`config.mk`:
```
export PLATFORM = sky130hd
export DESIGN_NAME = stopwatch_display_scan_flat
export DESIGN_NICKNAME = d
export VERILOG_FILES = /design/src/rtl/seg7_pkg.sv /design/src/rtl/stopwatch_display_scan_if.sv /design/src/rtl/bcd_to_seg7.sv /design/src/rtl/stopwatch_display_scan.sv /design/src/flat_wrapper.sv
export SDC_FILE = /design/constraint.sdc
export NUM_CORES = 1
export LEC_CHECK = 0
export CORE_MARGIN = 2
export CORE_UTILIZATION = 40
export DETAILED_ROUTE_END_ITERATION = 10
export HOLD_SLACK_MARGIN = 0.15
export PLACE_DENSITY_LB_ADDON = 0.25
export SLEW_MARGIN = 20
export SYNTH_ARGS = -nofsm -noshare
export SYNTH_HDL_FRONTEND = slang
export SYNTH_SLANG_ARGS = --single-unit
```
`constraint.sdc`:
```
create_clock -name clk -period 2.46 [get_ports clk]
set_input_delay 0.492 -clock clk [delete_from_list [all_inputs] [get_ports clk]]
set_output_delay 0.492 -clock clk [all_outputs]
set_load 0.01 [all_outputs]
```
`src/rtl/seg7_pkg.sv`:
```
`default_nettype none
// ============================================================================
//  Module   : seg7_pkg
//  Purpose  : Shared seven-segment encodings and digit-slot indices for the
//             stopwatch display scanner.
//  Revision : 1.0 - initial release
// ============================================================================
package seg7_pkg;

  // Active-low segment patterns {g,f,e,d,c,b,a}
  localparam logic [6:0] SEG_0     = 7'h40;
  localparam logic [6:0] SEG_1     = 7'h79;
  localparam logic [6:0] SEG_2     = 7'h24;
  localparam logic [6:0] SEG_3     = 7'h30;
  localparam logic [6:0] SEG_4     = 7'h19;
  localparam logic [6:0] SEG_5     = 7'h12;
  localparam logic [6:0] SEG_6     = 7'h02;
  localparam logic [6:0] SEG_7     = 7'h78;
  localparam logic [6:0] SEG_8     = 7'h00;
  localparam logic [6:0] SEG_9     = 7'h10;
  localparam logic [6:0] SEG_DASH  = 7'h3F;
  localparam logic [6:0] SEG_BLANK = 7'h7F;

  // Digit slot indices, rightmost digit first
  localparam logic [1:0] DIG_TENTHS = 2'd0;
  localparam logic [1:0] DIG_ONES   = 2'd1;
  localparam logic [1:0] DIG_TENS   = 2'd2;
  localparam logic [1:0] DIG_MIN    = 2'd3;

  typedef logic [3:0] bcd_t;

  // One captured frame of the stopwatch digit bus
  typedef struct packed {
    bcd_t minutes;
    bcd_t tens;
    bcd_t ones;
    bcd_t tenths;
  } snap_t;

endpackage
`default_nettype wire

```
`src/rtl/stopwatch_display_scan_if.sv`:
```
`default_nettype none
// ============================================================================
//  Module   : stopwatch_display_scan_if
//  Purpose  : Stopwatch BCD digit bus. The stopwatch drives it (master), the
//             display scanner consumes it (slave).
//  Revision : 1.0 - initial release
// ============================================================================
interface stopwatch_display_scan_if;
  import seg7_pkg::*;

  bcd_t Tenths_Seconds;
  bcd_t Ones_Seconds;
  bcd_t Tens_Seconds;
  bcd_t Minutes;

  modport master (output Tenths_Seconds, output Ones_Seconds,
                  output Tens_Seconds,   output Minutes);
  modport slave  (input  Tenths_Seconds, input  Ones_Seconds,
                  input  Tens_Seconds,   input  Minutes);

endinterface
`default_nettype wire

```
`src/rtl/bcd_to_seg7.sv`:
```
`default_nettype none
// ============================================================================
//  Module   : bcd_to_seg7
//  Purpose  : Combinational BCD to active-low seven-segment decoder. Codes
//             10..15 decode to a dash so corrupt digits stay visible.
//  Revision : 1.0 - initial release
// ============================================================================
module bcd_to_seg7
  import seg7_pkg::*;
(
  input  bcd_t       bcd_i,
  output logic [6:0] seg_o
);

  // Table lookup; anything outside 0..9 shows a dash
  always_comb begin
    seg_o = SEG_DASH;
    case (bcd_i)
      4'd0:    seg_o = SEG_0;
      4'd1:    seg_o = SEG_1;
      4'd2:    seg_o = SEG_2;
      4'd3:    seg_o = SEG_3;
      4'd4:    seg_o = SEG_4;
      4'd5:    seg_o = SEG_5;
      4'd6:    seg_o = SEG_6;
      4'd7:    seg_o = SEG_7;
      4'd8:    seg_o = SEG_8;
      4'd9:    seg_o = SEG_9;
      default: seg_o = SEG_DASH;
    endcase
  end

endmodule
`default_nettype wire

```
`src/rtl/stopwatch_display_scan.sv`:
```
`default_nettype none
// ============================================================================
//  Module   : stopwatch_display_scan
//  Purpose  : Snapshots the four stopwatch digits once per frame and scans
//             them onto a 4-digit common-anode display (M SS.t) with dead
//             time between slots and leading-zero blanking. All outputs are
//             registered.
//  Revision : 1.0 - initial release
// ============================================================================
module stopwatch_display_scan
  import seg7_pkg::*;
#(
  parameter int SCAN_DIV      = 4,     // clocks per digit slot, 2..65535
  parameter int DEAD_CYCLES   = 1,     // anode-off clocks at slot start, < SCAN_DIV
  parameter bit BLANK_LEADING = 1'b1   // blank leading zeros of M and tens
) (
  input  logic                     clk,
  input  logic                     reset,       // asynchronous, active-low
  stopwatch_display_scan_if.slave  digits,
  output logic [6:0]               Seg,
  output logic                     Dp,
  output logic [3:0]               An,
  output logic                     Frame_Start
);

  localparam logic [15:0] c_cnt_last = 16'(SCAN_DIV - 1);
  localparam logic [15:0] c_dead     = 16'(DEAD_CYCLES);

  logic [15:0] cnt_q, cnt_d;
  logic [1:0]  idx_q, idx_d;
  snap_t       snap_q, snap_d;
  logic [6:0]  seg_q, seg_d;
  logic        dp_q, dp_d;
  logic [3:0]  an_q, an_d;
  logic        fs_q, fs_d;

  logic        w_slot_end;
  logic        w_frame_end;
  bcd_t        w_digit;
  logic [6:0]  w_seg_dec;
  logic        w_blank;

  assign w_slot_end  = (cnt_q == c_cnt_last);
  assign w_frame_end = w_slot_end && (idx_q == DIG_MIN);

  // Slot/digit counters and frame snapshot; inputs only enter at frame end
  always_comb begin
    cnt_d  = w_slot_end ? 16'd0 : cnt_q + 16'd1;
    idx_d  = w_slot_end ? idx_q + 2'd1 : idx_q;
    snap_d = snap_q;
    if (w_frame_end) begin
      snap_d = {digits.Minutes, digits.Tens_Seconds,
                digits.Ones_Seconds, digits.Tenths_Seconds};
    end
  end

  // Select the snapshot digit for the current slot
  always_comb begin
    w_digit = snap_q.tenths;
    case (idx_q)
      DIG_TENTHS: w_digit = snap_q.tenths;
      DIG_ONES:   w_digit = snap_q.ones;
      DIG_TENS:   w_digit = snap_q.tens;
      DIG_MIN:    w_digit = snap_q.minutes;
      default:    w_digit = snap_q.tenths;
    endcase
  end

  bcd_to_seg7 u_dec (
    .bcd_i (w_digit),
    .seg_o (w_seg_dec)
  );

  // Leading-zero blanking, anode dead time and decimal point placement
  always_comb begin
    w_blank = BLANK_LEADING &&
              (((idx_q == DIG_MIN)  && (snap_q.minutes == 4'd0)) ||
               ((idx_q == DIG_TENS) && (snap_q.minutes == 4'd0) &&
                (snap_q.tens == 4'd0)));
    seg_d = w_blank ? SEG_BLANK : w_seg_dec;
    dp_d  = (idx_q != DIG_ONES);
    an_d  = (cnt_q >= c_dead) ? ~(4'b0001 << idx_q) : 4'b1111;
    fs_d  = w_frame_end;
  end

  // State and output registers, cleared asynchronously
  always_ff @(posedge clk or negedge reset) begin
    if (!reset) begin
      cnt_q  <= 16'd0;
      idx_q  <= 2'd0;
      snap_q <= '0;
      seg_q  <= SEG_BLANK;
      dp_q   <= 1'b1;
      an_q   <= 4'b1111;
      fs_q   <= 1'b0;
    end else begin
      cnt_q  <= cnt_d;
      idx_q  <= idx_d;
      snap_q <= snap_d;
      seg_q  <= seg_d;
      dp_q   <= dp_d;
      an_q   <= an_d;
      fs_q   <= fs_d;
    end
  end

  assign Seg         = seg_q;
  assign Dp          = dp_q;
  assign An          = an_q;
  assign Frame_Start = fs_q;

endmodule
`default_nettype wire

```
`src/flat_wrapper.sv`:
```
// flat-port wrapper written by rule: the top's interface ports become plain ports
module stopwatch_display_scan_flat import seg7_pkg::*;
#(
  parameter int SCAN_DIV      = 4,                                       
  parameter int DEAD_CYCLES   = 1,                                                  
  parameter bit BLANK_LEADING = 1'b1                                       
)
  (clk, reset, Seg, Dp, An, Frame_Start, digits_Tenths_Seconds, digits_Ones_Seconds, digits_Tens_Seconds, digits_Minutes);
  stopwatch_display_scan_if digits_i ();
  input  logic clk;
  input  logic reset;
  output logic [6:0] Seg;
  output logic Dp;
  output logic [3:0] An;
  output logic Frame_Start;
  input wire logic [$bits(digits_i.Tenths_Seconds)-1:0] digits_Tenths_Seconds;
  input wire logic [$bits(digits_i.Ones_Seconds)-1:0] digits_Ones_Seconds;
  input wire logic [$bits(digits_i.Tens_Seconds)-1:0] digits_Tens_Seconds;
  input wire logic [$bits(digits_i.Minutes)-1:0] digits_Minutes;
  assign digits_i.Tenths_Seconds = digits_Tenths_Seconds;
  assign digits_i.Ones_Seconds = digits_Ones_Seconds;
  assign digits_i.Tens_Seconds = digits_Tens_Seconds;
  assign digits_i.Minutes = digits_Minutes;
  stopwatch_display_scan #(.SCAN_DIV(SCAN_DIV), .DEAD_CYCLES(DEAD_CYCLES), .BLANK_LEADING(BLANK_LEADING)) u_core (.clk(clk), .reset(reset), .digits(digits_i), .Seg(Seg), .Dp(Dp), .An(An), .Frame_Start(Frame_Start));
endmodule
```
==> After elaboration in Yosys (flattened, before gate mapping) <==
Memory sizes are Yosys's and may differ from the RTL's.
Index checks and enable logic that the tools add are counted.
W data, S select, Z words.
{ "word_totals": {"regBits": 47, "romBits": 112, "elab_cells": 33, "mem_count": 1} }
{ "op_classes": {"n_addsub": 2, "n_lt_le_gt_ge": 1, "n_eq_ne": 5, "shifts": 1, "muxes": 4, "bitwise_logic": 1, "reduce_logical": 8} }
{ "mem_list": {"columns": ["memory", "depth", "width", "rd", "rd_ports_with_merged_regs", "write_ports", "line_no", "source"], "rows": [
  ["(name not given)", 16, 7, 1, 0, 0, "bcd_to_seg7.sv:18", "case (bcd_i)"]
]} }
{ "ops": {"columns": ["operator", "count"], "rows": [
  ["$add A16 B1 Y16 const B", 1],
  ["$eq A16 B2 Y1 const B", 1],
  ["$ge A16 B1 Y1 const B", 1],
  ["$mux W16", 1],
  ["$pmux W4 S4", 1],
  ["$logic_not A4 Y1", 2],
  ["$mux W7", 1],
  ["$eq A2 B2 Y1 const B", 2],
  ["$logic_and A1 B1 Y1", 4],
  ["$mux W4", 1],
  ["$not A4 Y4", 1],
  ["$shl A1 B2 Y4 const A", 1],
  ["$add A2 B1 Y2 const B", 1],
  ["$eq A2 B1 Y1 const B", 1],
  ["$logic_not A2 Y1", 1],
  ["$ne A2 B1 Y1 const B", 1],
  ["$logic_or A1 B1 Y1", 1]
]} }

==> Longest topological paths before layout <==
Gate-level depths: netlist of run 1.
{ "logic_depth": {"depth_word": 5, "mapped_depth": 9, "ltp_nobuf": 9} }

==> Hierarchy <==
From an unflattened synthesis of run 1, not the netlist that was laid out.
{ "hier_totals": {"hier_cells": 194, "hier_area_um2": 2409.8} }
{ "by_module_without_submodules": {"columns": ["module", "instances", "cells_per_inst", "area_per_inst_um2", "seq_area_each_um2"], "rows": [
  ["stopwatch_display_scan", 1, 163, 2169.6, 1191.1],
  ["bcd_to_seg7", 1, 31, 240.2, 0.0]
]} }

==> Least setup slack after synthesis of run 1 <==
OpenSTA, ideal clock, no wires.
{ "synth_timing": {"path_kind": "register to register", "startpoint": "register u_core.idx_q[0]", "endpoint": "register u_core.seg_q[3] (netlist: u_core.Seg[3])", "setup_ns": 0.096, "arrival_time_ns": 2.076, "setup_slack_ns": 0.288, "stages_incl_launch_ff": 10, "period_less_slack_ns": 2.172, "cell_sequence": "dfrtp_1 inv_1 ha_1 clkbuf_1 mux2i_1 inv_1 ha_1 inv_1 o21ai_0 o2111ai_1"} }
{ "synth_between": {"elab_chain_len": 5} }
{ "synth_rtl": {"columns": ["element", "line_no", "source"], "rows": [
  ["from (decl)", "stopwatch_display_scan.sv:30", "logic [1:0] idx_q, idx_d;"],
  ["from (signal assigned)", "stopwatch_display_scan.sv:98", "idx_q <= idx_d;"],
  ["branches (longest 4 deep; another with $mem_v2 Z16 W7)", null, null],
  ["$mux W7 (*)", "stopwatch_display_scan.sv:80", "seg_d = w_blank ? SEG_BLANK : w_seg_dec;"],
  ["named net u_core.seg_d[3]", "stopwatch_display_scan.sv:32", "logic [6:0] seg_q, seg_d;"],
  ["to (signal assigned)", "stopwatch_display_scan.sv:100", "seg_q <= seg_d;"],
  ["to (decl)", "stopwatch_display_scan.sv:32", null]
]} }
Mark *: on every way through the listed nets, which the timed path passes.
A chain may end at the register's enable or synchronous reset.

==> Worst setup path in the final report of run 1 <==
{ "layout_timing": {"startpoint": "register u_core.idx_q[0]", "endpoint": "register u_core.seg_q[2] (netlist: u_core.Seg[2])"} }
The elaborated chain is that of the path after synthesis.

==> impl_metrics.py, run 1 <==
metrics = {
    "sta": {
        "fin_crit_ns": 2.12,
        "tightest_slew_ns": 0.701,
        "finalSetupViolations": 0,
        "hold_viol": 0,
        "fin_setup_tns_ns": 0,
        "timing.fmax_mhz": 471,
        "finClkSkew_ns": 0.0119,
        "fin_crit_sh": 0.864,
        "slew_headroom": 0.519,
        "rsz0062_at_grt": "false",
        "slew_viol_final": 0,
    },
    "detailed_routing": {
        "ant_nets": 0,
        "wl_per_cell_um": 13.5,
        "vias_per_cell": 4.91,
        "wl_mm": 3.88,
        "drcViolationCount": 0,
        "vias": 1414,
        "drt_pass1_iterations": 4,
        "drt_iter0_drc": 73,
    },
    "logic_synthesis": {
        "synth_common_cells": "dfrtp_1, inv_1, dfstp_2",
        "synth_cells": 181,
        "ys_seq_elements": 47,
        "synthFlopType": "dfrtp_1",
        "synth_nets": 210,
        "synth_seq_area_share": 0.535,
        "ys_types": 36,
        "synth.avg_cell_area_sq_um": 12.3,
        "synth_area_leaders": "dfrtp_1, dfstp_2, ha_1",
        "yosys_warnings": 0,
        "yosysTopAreaCell": "dfrtp_1",
        "ys_async_sr_fraction": 1.00,
        "synth_top_area_share": 0.393,
        "synth_edf_count": 0,
        "synth_most_common_cell": "dfrtp_1",
        "syn_area_sq_mm": 0.00223,
    },
    "critical_path": {
        "arrival_ns": 2.30,
        "cp_max_fo": 9,
        "cp_data_required_time_ns": 2.63,
        "critPathLaunch": "u_core.idx_q[0]",
        "r2r-start": "u_core.idx_q[0]",
        "cp-end-kind": "flip-flop",
        "path_class": "flip-flop to flip-flop",
        "cp-start-kind": "flip-flop",
    },
    "floorplanning": {
        "num_rows": 27,
        "dieArea_sq_mm": 0.00618,
        "ios": 31,
        "die_h_um": 78.6,
        "core_area_sq_mm": 0.00544,
        "initial_core_util": 0.409,
        "die_w_um": 78.6,
    },
    "global_route": {
        "grt_max_degree": 26,
        "grt_pass1_wl_mm": 6.70,
        "gr-total-overflow": 0,
        "antenna_found_initial": 0,
        "grt_usage": 0.140,
        "grt_pass1_vias": 1440,
    },
    "pwr": {
        "p_leak_nw": 1.22,
        "peakVddDrop_v": 0.000280,
        "p_per_area_mw_per_mm2": 527,
    },
    "clock_network": {
        "cts_tree": "yes",
        "cts_made_buffers": 5,
        "cts.clk_slew.worst_paths_ns": 0.09,
        "cts_buffer_depth": 2,
        "htreeDepth": 2,
        "postCtsSetupRepairBufs": 0,
        "worstSkewPairLatency_ns": 0.30,
        "holdBufCountCts": 0,
        "cts_root_buffer": "clkbuf_8",
        "cts_sinks": 47,
    },
    "final_layout": {
        "nNetsFinal": 244,
        "area_growth_pct": 22.5,
        "diodes": 0,
        "fin_cells": 288,
        "drive_gt1_frac": 0.213,
        "postLayoutCoreUtil": 0.501,
    },
    "run": {
        "maxCapViolCount": 0,
    },
    "status": {
        "status": "completed",
    },
    "place": {
        "dp.cells": 280,
        "io_buffer_count": 30,
        "place_hpwl_mm": 2.88,
        "globalplace.congestion": 0.783,
    },
    "hold_path": {
        "hold_path_class": "input port to asynchronous set/reset pin",
    },
}
[cells in the final DEF (no fill, tap or decap), types with 9 or more instances in the layout]
cell / instances
dfrtp_1: 35
xnor2_1: 10
clkdlybuf4s50_1: 29
ha_1: 11
inv_1: 15
dfstp_2: 12
nand2_1: 11
mux2_2: 9
mux2_4: 9
[registers in the layout (all words and copies together), names as in the netlist]
register and count:
u_core.cnt_q 16, u_core.snap_q 16, u_core.Seg 7, u_core.An 4, u_core.idx_q 2, u_core.Dp 1
u_core.Frame_Start 1
[worst max-delay path, cell delays in order (launching register included)]
cell and delay [ns]:
dfrtp_1 0.43, ha_1 0.32, a222oi_1 0.49, mux2i_1 0.32, o311ai_0 0.43
[final cells by class]
type | instances | area, sq um
clock buffer | 7 | 96.3
inverter | 15 | 56.3
multi-input combinational | 112 | 947
sequential | 47 | 1190
tap | 72 | 90.1
clock inverter | 1 | 7.51
timing repair buffer | 34 | 338
fill | 502 | 2710
[repair_timing]
item                       4_1_cts  5_1_grt
hold endpoints to repair         0        0
setup endpoints to repair        0        4
resized for setup                0        2
[kinds of logic (layout without fill, tap and decap cells)]
| family | after synthesis | count (layout) | share of synthesized area |
|---|---|---|---|
| buffers and inverters | 22 | 57 | 0.0450 |
| adder cells (fa/ha/maj) | 11 | 11 | 0.0618 |
| AO/OA/AOI/OAI | 20 | 20 | 0.0635 |
| multiplexers | 23 | 23 | 0.129 |
| flip-flops | 47 | 47 | 0.535 |
| AND/OR/NAND/NOR | 44 | 44 | 0.111 |
| XOR/XNOR | 14 | 14 | 0.0551 |
[power by group]
part | leakage (nW) | internal [mW] | total [mW] | switching, mW
logic | 0.598 | 0.0681 | 0.117 | 0.0491
registers | 0.574 | 0.802 | 0.815 | 0.0130
clock network | 0.0505 | 0.256 | 0.503 | 0.248
[layer usage]
| metal | global-route usage | vias up | part of all wire |
|---|---|---|---|
| li1 | - | 700 | - |
| met1 | 0.189 | 681 | 0.49 |
| met2 | 0.215 | 31 | 0.46 |
| met3 | 0.0448 | 2 | 0.043 |
| met4 | 0.0421 | 0 | 0.0059 |
| met5 | 0 | - | 0 |
[path summary, 6_finish.rpt]
check	endpoint	slack (ns)	cells past startpoint
max in group asynchronous	u_core.An[0]	1.72	2
hold reg to reg	u_core.cnt_q[15]	0.48	1
setup reg to reg	u_core.Seg[2]	0.34	4
min in group clk	u_core.cnt_q[15]	0.48	1
setup / recovery	u_core.Seg[2]	0.34	4
hold / removal	u_core.cnt_q[14]	0.15	1
[through the flow]
stage | power, mW | hold slack (ns) | worst slack, ns | instance area, sq um
after floorplan | 0.872 | 0.196 | 0.288 | 2230
after detailed placement | 0.948 | 0.471 | 0.108 | 2610
after global routing | 1.51 | 0.186 | 0.106 | 2730
after CTS | 1.46 | 0.164 | 0.0826 | 2710
final | 1.44 | 0.155 | 0.335 | 2730
after global placement | 0.947 | 0.467 | 0.234 | 2610
No activity file was read; power rests on OpenSTA's default activity.
==> run 2, diff against run 1 <==
Settings changed: ABC_AREA set to 1.
==> run 2 against run 1 <==
Net effect: worst hold slack improved by 0.11 ns; design area rose by 4.4%; synthesized cell count rose by 53%; combinational power barely moved; die area rose by 6.0%; critical path type unchanged.
==> impl_metrics.py, run 2 <==
metrics = {
    "status": {
        "status": "completed",
    },
    "clock_network": {
        "postCtsResizedCells": 0,
        "cts_sinks": 47,
        "cts_made_buffers": 5,
        "worstSkewPairLatency_ns": 0.30,
        "cts_buffer_depth": 2,
        "cts_tree": "yes",
        "cts.clk_slew.worst_paths_ns": 0.09,
        "cts_root_buffer": "clkbuf_8",
        "postCtsSetupRepairBufs": 0,
        "htreeDepth": 2,
        "holdBufCountCts": 0,
    },
    "run": {
        "maxCapViolCount": 0,
    },
    "logic_synthesis": {
        "yosys_warnings": 0,
        "ys_types": 30,
        "ys_seq_elements": 47,
        "synth_common_cells": "nand2_1, dfrtp_1, nor2_1",
        "ys_async_sr_fraction": 1.00,
        "synth_area_leaders": "dfrtp_1, nand2_1, dfstp_2",
        "synth_cells": 277,
        "synth_top_area_share": 0.370,
        "syn_area_sq_mm": 0.00237,
        "synth.avg_cell_area_sq_um": 8.54,
        "synthFlopType": "dfrtp_1",
        "synth_most_common_cell": "nand2_1",
        "synth_seq_area_share": 0.503,
        "synth_nets": 306,
        "synth_edf_count": 0,
        "yosysTopAreaCell": "dfrtp_1",
    },
    "global_route": {
        "grt_usage": 0.146,
        "grt_pass1_vias": 1671,
        "grt_max_degree": 48,
        "antenna_found_initial": 0,
        "gr-total-overflow": 0,
        "grt_pass1_wl_mm": 7.45,
    },
    "pwr": {
        "p_comb_frac": 0.080,
        "p_per_area_mw_per_mm2": 508,
        "switchingPower_mw": 0.321,
        "peakVddDrop_v": 0.000261,
        "seq_power_share": 0.563,
        "p_int_mw": 1.13,
        "p_clk_frac": 0.358,
        "switching_share": 0.222,
        "p_leak_nw": 1.38,
        "total_power_mw": 1.45,
    },
    "detailed_routing": {
        "wl_mm": 4.14,
        "wl_met3_um": 142,
        "vias_per_cell": 4.43,
        "wl_met2_mm": 1.77,
        "drcViolationCount": 0,
        "drt_iter0_drc": 68,
        "vias": 1725,
        "routed.top_layer": "met4",
        "wl_met1_mm": 2.15,
        "ant_nets": 0,
        "drt_pass1_iterations": 4,
        "wl_per_cell_um": 10.6,
    },
    "final_layout": {
        "drive_gt1_frac": 0.108,
        "nNetsFinal": 342,
        "diodes": 0,
        "final_cell_mix": "nand2_1, dfrtp_1, nor2_1",
        "fin_cells": 389,
        "postLayoutCoreUtil": 0.489,
        "area_growth_pct": 20.3,
        "fill_cells": 585,
        "fin_area_sq_mm": 0.00285,
        "layout_commonest_cell": "nand2_1",
    },
    "place": {
        "placed_area_sq_mm": 0.00274,
        "place_hpwl_mm": 3.13,
        "io_buffer_count": 30,
        "globalplace.congestion": 0.781,
        "dp_worst_setup_slack_ns": 0.643,
        "dp.cells": 381,
    },
    "sta": {
        "tightest_slew_ns": 0.574,
        "slew_viol_final": 0,
        "setup_slack_ns": 0.587,
        "finClkSkew_ns": 0.0151,
        "fin_crit_ns": 1.87,
        "timing.fmax_mhz": 534,
        "fin_crit_sh": 0.761,
        "fin_setup_tns_ns": 0,
        "timing.hold.ws_ns": 0.260,
        "slew_headroom": 0.617,
        "rsz0062_at_grt": "false",
        "hold_viol": 0,
        "finalSetupViolations": 0,
    },
    "floorplanning": {
        "core_area_sq_mm": 0.00582,
        "ios": 31,
        "dieArea_sq_mm": 0.00655,
        "die_w_um": 80.9,
        "initial_core_util": 0.407,
        "num_rows": 28,
        "die_h_um": 80.9,
    },
    "critical_path": {
        "cp-start-kind": "flip-flop",
        "crit_slowest_cell": "dfrtp_1",
        "path_class": "flip-flop to flip-flop",
        "cp_max_fo": 9,
        "crit_top_cell": "nand2_1",
        "path_cells": "inv_1 > ha_1 > inv_2 > nand2_1 > o21bai_1 > ha_1 > inv_1 > nand2_1 > nand2_1 > nand2_1 > nand2_1",
        "cp-end-kind": "flip-flop",
        "arrival_ns": 2.11,
        "critPathMaxStageDelay_ns": 0.38,
        "cp_data_required_time_ns": 2.70,
    },
    "hold_path": {
        "hold_path_class": "input port to asynchronous set/reset pin",
    },
}
## run 2: cell count changes in the layout (fill, tap and decap cells not counted), sizes merged, moves of 5 or more
cell | previous run | this run
inv | 15 | 29
mux2 | 18 | 0
mux2i | 5 | 0
nand2 | 11 | 103
nand3 | 8 | 20
nor2 | 7 | 35
xnor2 | 10 | 0
xor2 | 4 | 11
## run 2: worst max-delay path, delay by kind of cell, from the launching register on
kind | cells | cell delay (ns)
simple gates | 5 | 0.30
compound gates | 1 | 0.32
flops | 1 | 0.38
buf+inv | 3 | 0.28
fa+ha+maj | 2 | 0.53
## run 2: layout make-up
type / count / area, sq um / area share
timing repair buffer: 31 / 303 / 0.106
inverter: 28 / 108 / 0.0378
clock inverter: 1 / 6.26 / 0.00220
multi-input combinational: 200 / 1050 / 0.368
tap: 75 / 93.8 / 0.0330
sequential: 47 / 1190 / 0.418
clock buffer: 7 / 97.6 / 0.0343
## run 2: power by group through the flow
stage / registers (mW) / clock network [mW] / logic, mW
6_report: 0.814 / 0.517 / 0.115
5_1_grt: 0.817 / 0.563 / 0.133
4_1_cts: 0.815 / 0.541 / 0.118
3_5_place_dp: 0.829 / 0 / 0.117
3_3_place_gp: 0.829 / 0 / 0.117
2_1_floorplan: 0.831 / 0 / 0.0437
## run 2: kinds of logic (layout without fill, tap and decap cells)
group           after synthesis  count (layout)  share of synthesized area
compound gates               11              11                     0.0386
xor+xnor                     11              11                     0.0407
fa+ha+maj                    11              11                     0.0582
buf+inv                      30              67                     0.0539
flops                        47              47                      0.503
simple gates                167             167                      0.305
## run 2: final timing paths
check | cells past startpoint | start | endpoint | slack, ns
min in group clk | 1 | u_core.cnt_q[15] | u_core.cnt_q[15] | 0.47
worst max-delay path | 11 | u_core.idx_q[0] | u_core.Seg[3] | 0.59
worst min register to register | 1 | u_core.cnt_q[15] | u_core.cnt_q[15] | 0.47
worst max register to register | 11 | u_core.idx_q[0] | u_core.Seg[3] | 0.59
worst min-delay path | 2 | reset | u_core.snap_q[9] | 0.26
max in group asynchronous | 2 | reset | u_core.Seg[1] | 1.80
## run 2: per-layer routing
| layer | GRT usage | vias up |
|---|---|---|
| met5 | 0 | - |
| met4 | 0.0712 | 0 |
| met3 | 0.0200 | 5 |
| met2 | 0.221 | 35 |
| met1 | 0.206 | 754 |
| li1 | - | 931 |
==> run 3, diff against run 2 <==
Clock period 2.46 ns to 1.7 ns, I/O delays scaled along.
==> run 3 against run 2 <==
Net effect: non-clock buffer count up 18; routed wire length up 8.5%; critical path depth unchanged; via count up 7.4%; worst hold slack better by 0.23 ns; sequential power up 45%; global-route usage up 0.13 points; sequential share of layout area down 3.7 points; first-iteration DRC count down 32%; utilization up 4.9 points; setup slack worse by 0.53 ns; highest routed layer unchanged.
==> impl_metrics.py, run 3 (synthesized netlist as in run 2, its figures left out) <==
metrics = {
    "detailed_routing": {
        "drt_iter0_drc": 46,
        "drcViolationCount": 0,
        "wl_per_cell_um": 11.0,
        "drt_pass1_iterations": 4,
        "vias_per_cell": 4.54,
        "ant_nets": 0,
        "wl_mm": 4.49,
        "vias": 1853,
    },
    "critical_path": {
        "path_cells": "inv_4 > ha_2 > nand2_1 > nand2_2 > o21bai_4 > ha_1 > inv_1 > nand2_1 > nand2_1 > nand2_1 > nand2_1",
        "cp-start-kind": "flip-flop",
        "cp-end-kind": "flip-flop",
        "cp_max_fo": 4,
        "cp_data_required_time_ns": 1.95,
        "arrival_ns": 1.89,
        "path_class": "flip-flop to flip-flop",
        "crit_top_cell": "nand2_1",
        "critPathMaxStageDelay_ns": 0.47,
        "crit_slowest_cell": "dfrtp_2",
    },
    "floorplanning": {
        "die_h_um": 80.9,
        "core_area_sq_mm": 0.00582,
        "ios": 31,
        "die_w_um": 80.9,
        "dieArea_sq_mm": 0.00655,
        "num_rows": 28,
        "initial_core_util": 0.407,
    },
    "sta": {
        "tightest_slew_ns": 0.247,
        "fin_crit_sh": 0.964,
        "hold_viol": 0,
        "fin_crit_ns": 1.64,
        "timing.hold.ws_ns": 0.494,
        "timing.fmax_mhz": 610,
        "slew_viol_final": 0,
        "slew_headroom": 0.834,
        "rsz0062_at_grt": "true",
        "finClkSkew_ns": 0.00614,
        "finalSetupViolations": 0,
        "setup_slack_ns": 0.0607,
    },
    "clock_network": {
        "htreeDepth": 2,
        "cts_made_buffers": 5,
        "cts_sinks": 47,
        "cts_root_buffer": "clkbuf_8",
        "cts_buffer_depth": 2,
        "cts_tree": "yes",
        "cts.clk_slew.worst_paths_ns": 0.09,
        "worstSkewPairLatency_ns": 0.30,
    },
    "final_layout": {
        "layout_commonest_cell": "nand2_1",
        "drive_gt1_frac": 0.213,
        "diodes": 0,
        "nNetsFinal": 361,
        "fill_cells": 559,
        "final_cell_mix": "nand2_1, dfrtp_1, nor2_1",
        "area_growth_pct": 32.3,
    },
    "global_route": {
        "grt_pass1_vias": 1747,
        "met3_usage": 0.0367,
        "antenna_found_initial": 0,
        "top_usage_layer": "met2",
        "gr-total-overflow": 0,
        "grt_util_met2": 0.234,
        "use_met1": 0.200,
        "grt_max_degree": 48,
        "grt_pass1_wl_mm": 7.53,
        "grt_usage": 0.148,
    },
    "place": {
        "dp_worst_setup_slack_ns": -0.0514,
        "globalplace.congestion": 0.814,
        "io_buffer_count": 30,
        "place_hpwl_mm": 3.25,
    },
    "pwr": {
        "p_leak_nw": 1.54,
        "p_per_area_mw_per_mm2": 672,
        "peakVddDrop_v": 0.000426,
    },
    "run": {
        "maxCapViolCount": 0,
    },
    "hold_path": {
        "hold_path_class": "flip-flop to flip-flop",
    },
    "status": {
        "status": "completed",
    },
}
## run 3: cell count changes in the layout (fill, tap and decap cells not counted), moves of 3 or more
cell and change:
buf_4 +16, clkdlybuf4s50_1 -12, dlymetal6s2s_1 +11, ha_1 -4, inv_1 -4, nand2_1 -4, nand2_2 +4, nor2_1 -4
ha_4 +3
## run 3: power breakdown
part | leakage [nW] | internal, mW | switching, mW | total, mW
sequential | 0.570 | 1.16 | 0.0185 | 1.18
combinational | 0.916 | 0.104 | 0.0865 | 0.191
clock | 0.0515 | 0.371 | 0.361 | 0.733
total | 1.54 | 1.64 | 0.466 | 2.10
## run 3: path summary, 6_finish.rpt
| path | start | endpoint | slack (ns) | cells past startpoint |
|---|---|---|---|---|
| setup / recovery | u_core.idx_q[1] | u_core.Seg[3] | 0.06 | 11 |
| setup reg to reg | u_core.idx_q[1] | u_core.Seg[3] | 0.06 | 11 |
| max in group asynchronous | reset | u_core.An[3] | 0.88 | 3 |
| min in group asynchronous | reset | u_core.cnt_q[1] | 0.54 | 3 |
| hold / removal | u_core.cnt_q[15] | u_core.cnt_q[15] | 0.49 | 1 |
| hold reg to reg | u_core.cnt_q[15] | u_core.cnt_q[15] | 0.49 | 1 |
## run 3: repair_timing
action,in CTS,in global routing
hold buffers,1,0
gates cloned,1,0
hold endpoints to repair,35,0
pin swaps,1,5
endpoints found under the setup margin,2,18
resized for setup,7,37
setup buffers,1,5
## run 3: final cells by class
| cell class | instances | area, sq um | share of cell area |
|---|---|---|---|
| multi-input cells | 200 | 1140 | 0.364 |
| well taps | 75 | 93.8 | 0.0300 |
| repair inverters | 1 | 7.51 | 0.00240 |
| flip-flops and latches | 47 | 1190 | 0.381 |
| inverters | 28 | 118 | 0.0376 |
| clock buffers | 8 | 100 | 0.0320 |
| repair buffers | 49 | 479 | 0.153 |
## run 3: metrics by stage
| stage | area, sq um | setup TNS (ns) | util | total power, mW | std cells |
|---|---|---|---|---|---|
| 3_3_place_gp | 2840 | 0 | 0.488 | 1.38 | 392 |
| 6_report | 3130 | 0 | 0.538 | 2.10 | 408 |
| 3_5_place_dp | 2840 | -0.0514 | 0.488 | 1.38 | 392 |
| 2_1_floorplan | 2370 | 0 | - | 1.27 | 277 |
| 4_1_cts | 2980 | 0 | 0.512 | 2.11 | 403 |
| 5_1_grt | 3130 | -0.227 | 0.538 | 2.20 | 408 |
## run 3: layer usage
| metal | routed length [um] | vias up |
|---|---|---|
| li1 | - | 966 |
| met1 | 2220 | 852 |
| met2 | 2080 | 31 |
| met3 | 163 | 4 |
| met4 | 32 | 0 |
| met5 | 0 | - |
## run 3: worst max-delay path: cells and delay by family, from the launching register on
| kind | cells | cell delay (ns) |
|---|---|---|
| buffers and inverters | 2 | 0.15 |
| and+or+nand+nor | 6 | 0.39 |
| adders and majority gates | 2 | 0.51 |
| DFF | 1 | 0.47 |
| AOI/OAI and AO/OA | 1 | 0.07 |
==> patch (config.mk and constraints of run 3) <==
Reset style: synchronous (`reset`), changed in one clocked block. Comments in the files are not updated.
--- a/src/rtl/stopwatch_display_scan.sv
+++ b/src/rtl/stopwatch_display_scan.sv
@@ -85,5 +85,5 @@
 
   // State and output registers, cleared asynchronously
-  always_ff @(posedge clk or negedge reset) begin
+  always_ff @(posedge clk) begin
     if (!reset) begin
       cnt_q  <= 16'd0;
Behaviour: differs if reset is asserted again (counterexample within 4 cycles, from zero or initial values and one cycle with reset low); with reset held inactive, the same outputs for 10 cycles.
==> patch against run 3 <==
  * Routed wire length increased by 10%
  * Worst hold slack worse by 13 ps
  * Worst setup slack gained 80 ps
  * Clock skew rose by 1.3 ps
  * Die area fell by 0.91%
  * Highest routed layer unchanged
  * Core utilization shrank 0.68 points
  * Final area shrank 5.4%
  * Area after synthesis decreased by 0.95%
  * First-iteration DRC count up 110%
  * Sequential cell count did not move
Power is not compared: it rests on default switching activity, and its combinational part moved more than twofold at a synthesized area within 25%.
==> patch: results (changes against run 3) <==
[run_status]
outcome = completed

[global_routing]
grt_pass1_vias = 1902  ; +8.9%
track_usage_pct = 16.29  ; +1.5 points
grt-ovfl-total = 0  ; unchanged
grt_pass1_wl_mm = 8.286  ; +10%
grt_max_degree = 34  ; -29%
antenna_found_initial = 0  ; unchanged

[yosys]
synth_top_flop_cell = dfxtp_1
synthTopCellsByArea = dfxtp_1, nand2_1, nor2_1
synthAdderAreaFrac_pct = 5.873  ; +0.056 points
synthMuxAreaShare_pct = 0  ; unchanged
synthXorXnorAreaFrac_pct = 1.121  ; -3.0 points
synth_warnings = 0  ; unchanged
ys_types = 31  ; +3.3%
synth-seq-area-share_pct = 40.15  ; -10 points
yosys-top-cells-count = nand2_1, nor2_1, dfxtp_1
ys_async_sr_fraction_pct = 0  ; -100 points
synth_compound_area_share_pct = 4.698  ; +0.84 points
syn_nets = 371  ; +21%
synth_top_family_by_area = simple AND/OR/NAND/NOR gates

[placement]
dp_hpwl_mm = 3.463  ; +6.7%
place.gp.congestion = 0.9177  ; +13%
io_buffers = 30  ; unchanged

[cells_and_area]
fillers = 562  ; +0.54%
antennaDiodeCount = 0  ; unchanged
nNetsFinal = 414  ; +15%
layout-drive-gt1-share_pct = 11.92  ; -9.4 points

[critical_path]
path_delay_family = adder cells
critPathMaxFanout = 7  ; +3
critical_path_arrival_ps = 1750  ; -140 ps
critPathSlowestCell = dfxtp_4
slowest_delay_ps = 390  ; -80 ps

[clocking]
worstSkewPairLatency_ps = 300  ; about the same
root_buffer = clkbuf_8
clock_path_buffers = 2  ; unchanged
cts_buffers = 5  ; unchanged
clkTransAtPathRegs_ps = 90  ; about the same
cts_hold_buf = 0  ; -1
htree_levels = 2  ; unchanged

[sta]
fin_skew_ps = 7.449  ; +1.311 ps
tightest_slew_ps = 382.6  ; +135.4 ps

[route]
first_iter_violations = 95  ; +110%
drt_wl_total_mm = 4.943  ; +10%
drtPass1Iterations = 4  ; unchanged
vias_per_cell = 4.515  ; -0.58%

[power]
power_leakage_nw = 1.290
peakVddDrop_v = 0.0003492

[worst_hold_path]
min_path_type = reg -> reg

patch: cells by family after synthesis:
family                     count (synthesis)
and+or+nand+nor                          212
buffers and inverters                     51
DFF                                       47
AOI/OAI and AO/OA                         18
adders and majority gates                 11
xor gates and xnor gates                   3
patch: through the flow:
stage               setup WS (ps)  utilization, %  hold WS (ps)  std cells  instance area [µm²]
global route               -4.838           53.15         503.0        458                 2963
finish                      140.2           53.15         481.7        458                 2963
detailed placement         -47.90           49.79         467.8        449                 2775
global placement            44.80           49.79         462.1        449                 2775
floorplan                   25.72               -         444.7        342                 2344
CTS                         19.45           51.36         483.1        457                 2863
patch: power breakdown:
group / switching [mW] / internal (mW) / total (mW)
Clock: 0.367 / 0.289 / 0.657
Sequential: 0.0238 / 1.15 / 1.17
Combinational: 0.227 / 0.232 / 0.459
Total: 0.619 / 1.67 / 2.29
patch: worst reg2reg max path: stages (launching register included):
cell      delay (ps)
dfxtp_4          390
inv_2             70
ha_4             170
inv_4             80
nor2_1            60
o21bai_4         180
ha_1             280
inv_1             40
nand2_1           50
nand2_1           50
nand2_1           50
nand2_1           40
patch: cell type report:
cell class / count / area share (%)
multi-input combinational: 245 / 43.37
sequential: 47 / 32.01
timing repair buffer: 42 / 13.18
inverter: 44 / 5.659
tap: 72 / 3.041
clock buffer: 7 / 2.576
clock inverter: 1 / 0.1689
patch: path summary, 6_finish.rpt:
| check | slack, ps | from | cells past startpoint | to |
|---|---|---|---|---|
| setup / recovery | 140 | u_core.idx_q[0]$_SDFFE_PN0P_ | 11 | u_core.Seg[3]$_SDFF_PP1_ |
| hold / removal | 480 | u_core.cnt_q[15]$_SDFF_PP0_ | 2 | u_core.cnt_q[15]$_SDFF_PP0_ |
| setup reg to reg | 140 | u_core.idx_q[0]$_SDFFE_PN0P_ | 11 | u_core.Seg[3]$_SDFF_PP1_ |
| hold reg to reg | 480 | u_core.cnt_q[15]$_SDFF_PP0_ | 2 | u_core.cnt_q[15]$_SDFF_PP0_ |
patch: repair_timing:
item                                    CTS  global route
endpoints found under the setup margin    3             8
gates resized for setup                   3            21
pin swaps                                 0             3
setup buffers                             0             0
gates cloned                              0             1
patch: layer usage:
| layer | GRT usage [%] | vias to the layer above | part of all wire (%) |
|---|---|---|---|
| li1 | - | 1139 | - |
| met3 | 3.820 | 2 | 3.2 |
| met2 | 25.08 | 37 | 46 |
| met5 | 0 | - | 0 |
| met4 | 6.271 | 0 | 0.81 |
| met1 | 22.01 | 890 | 50 |
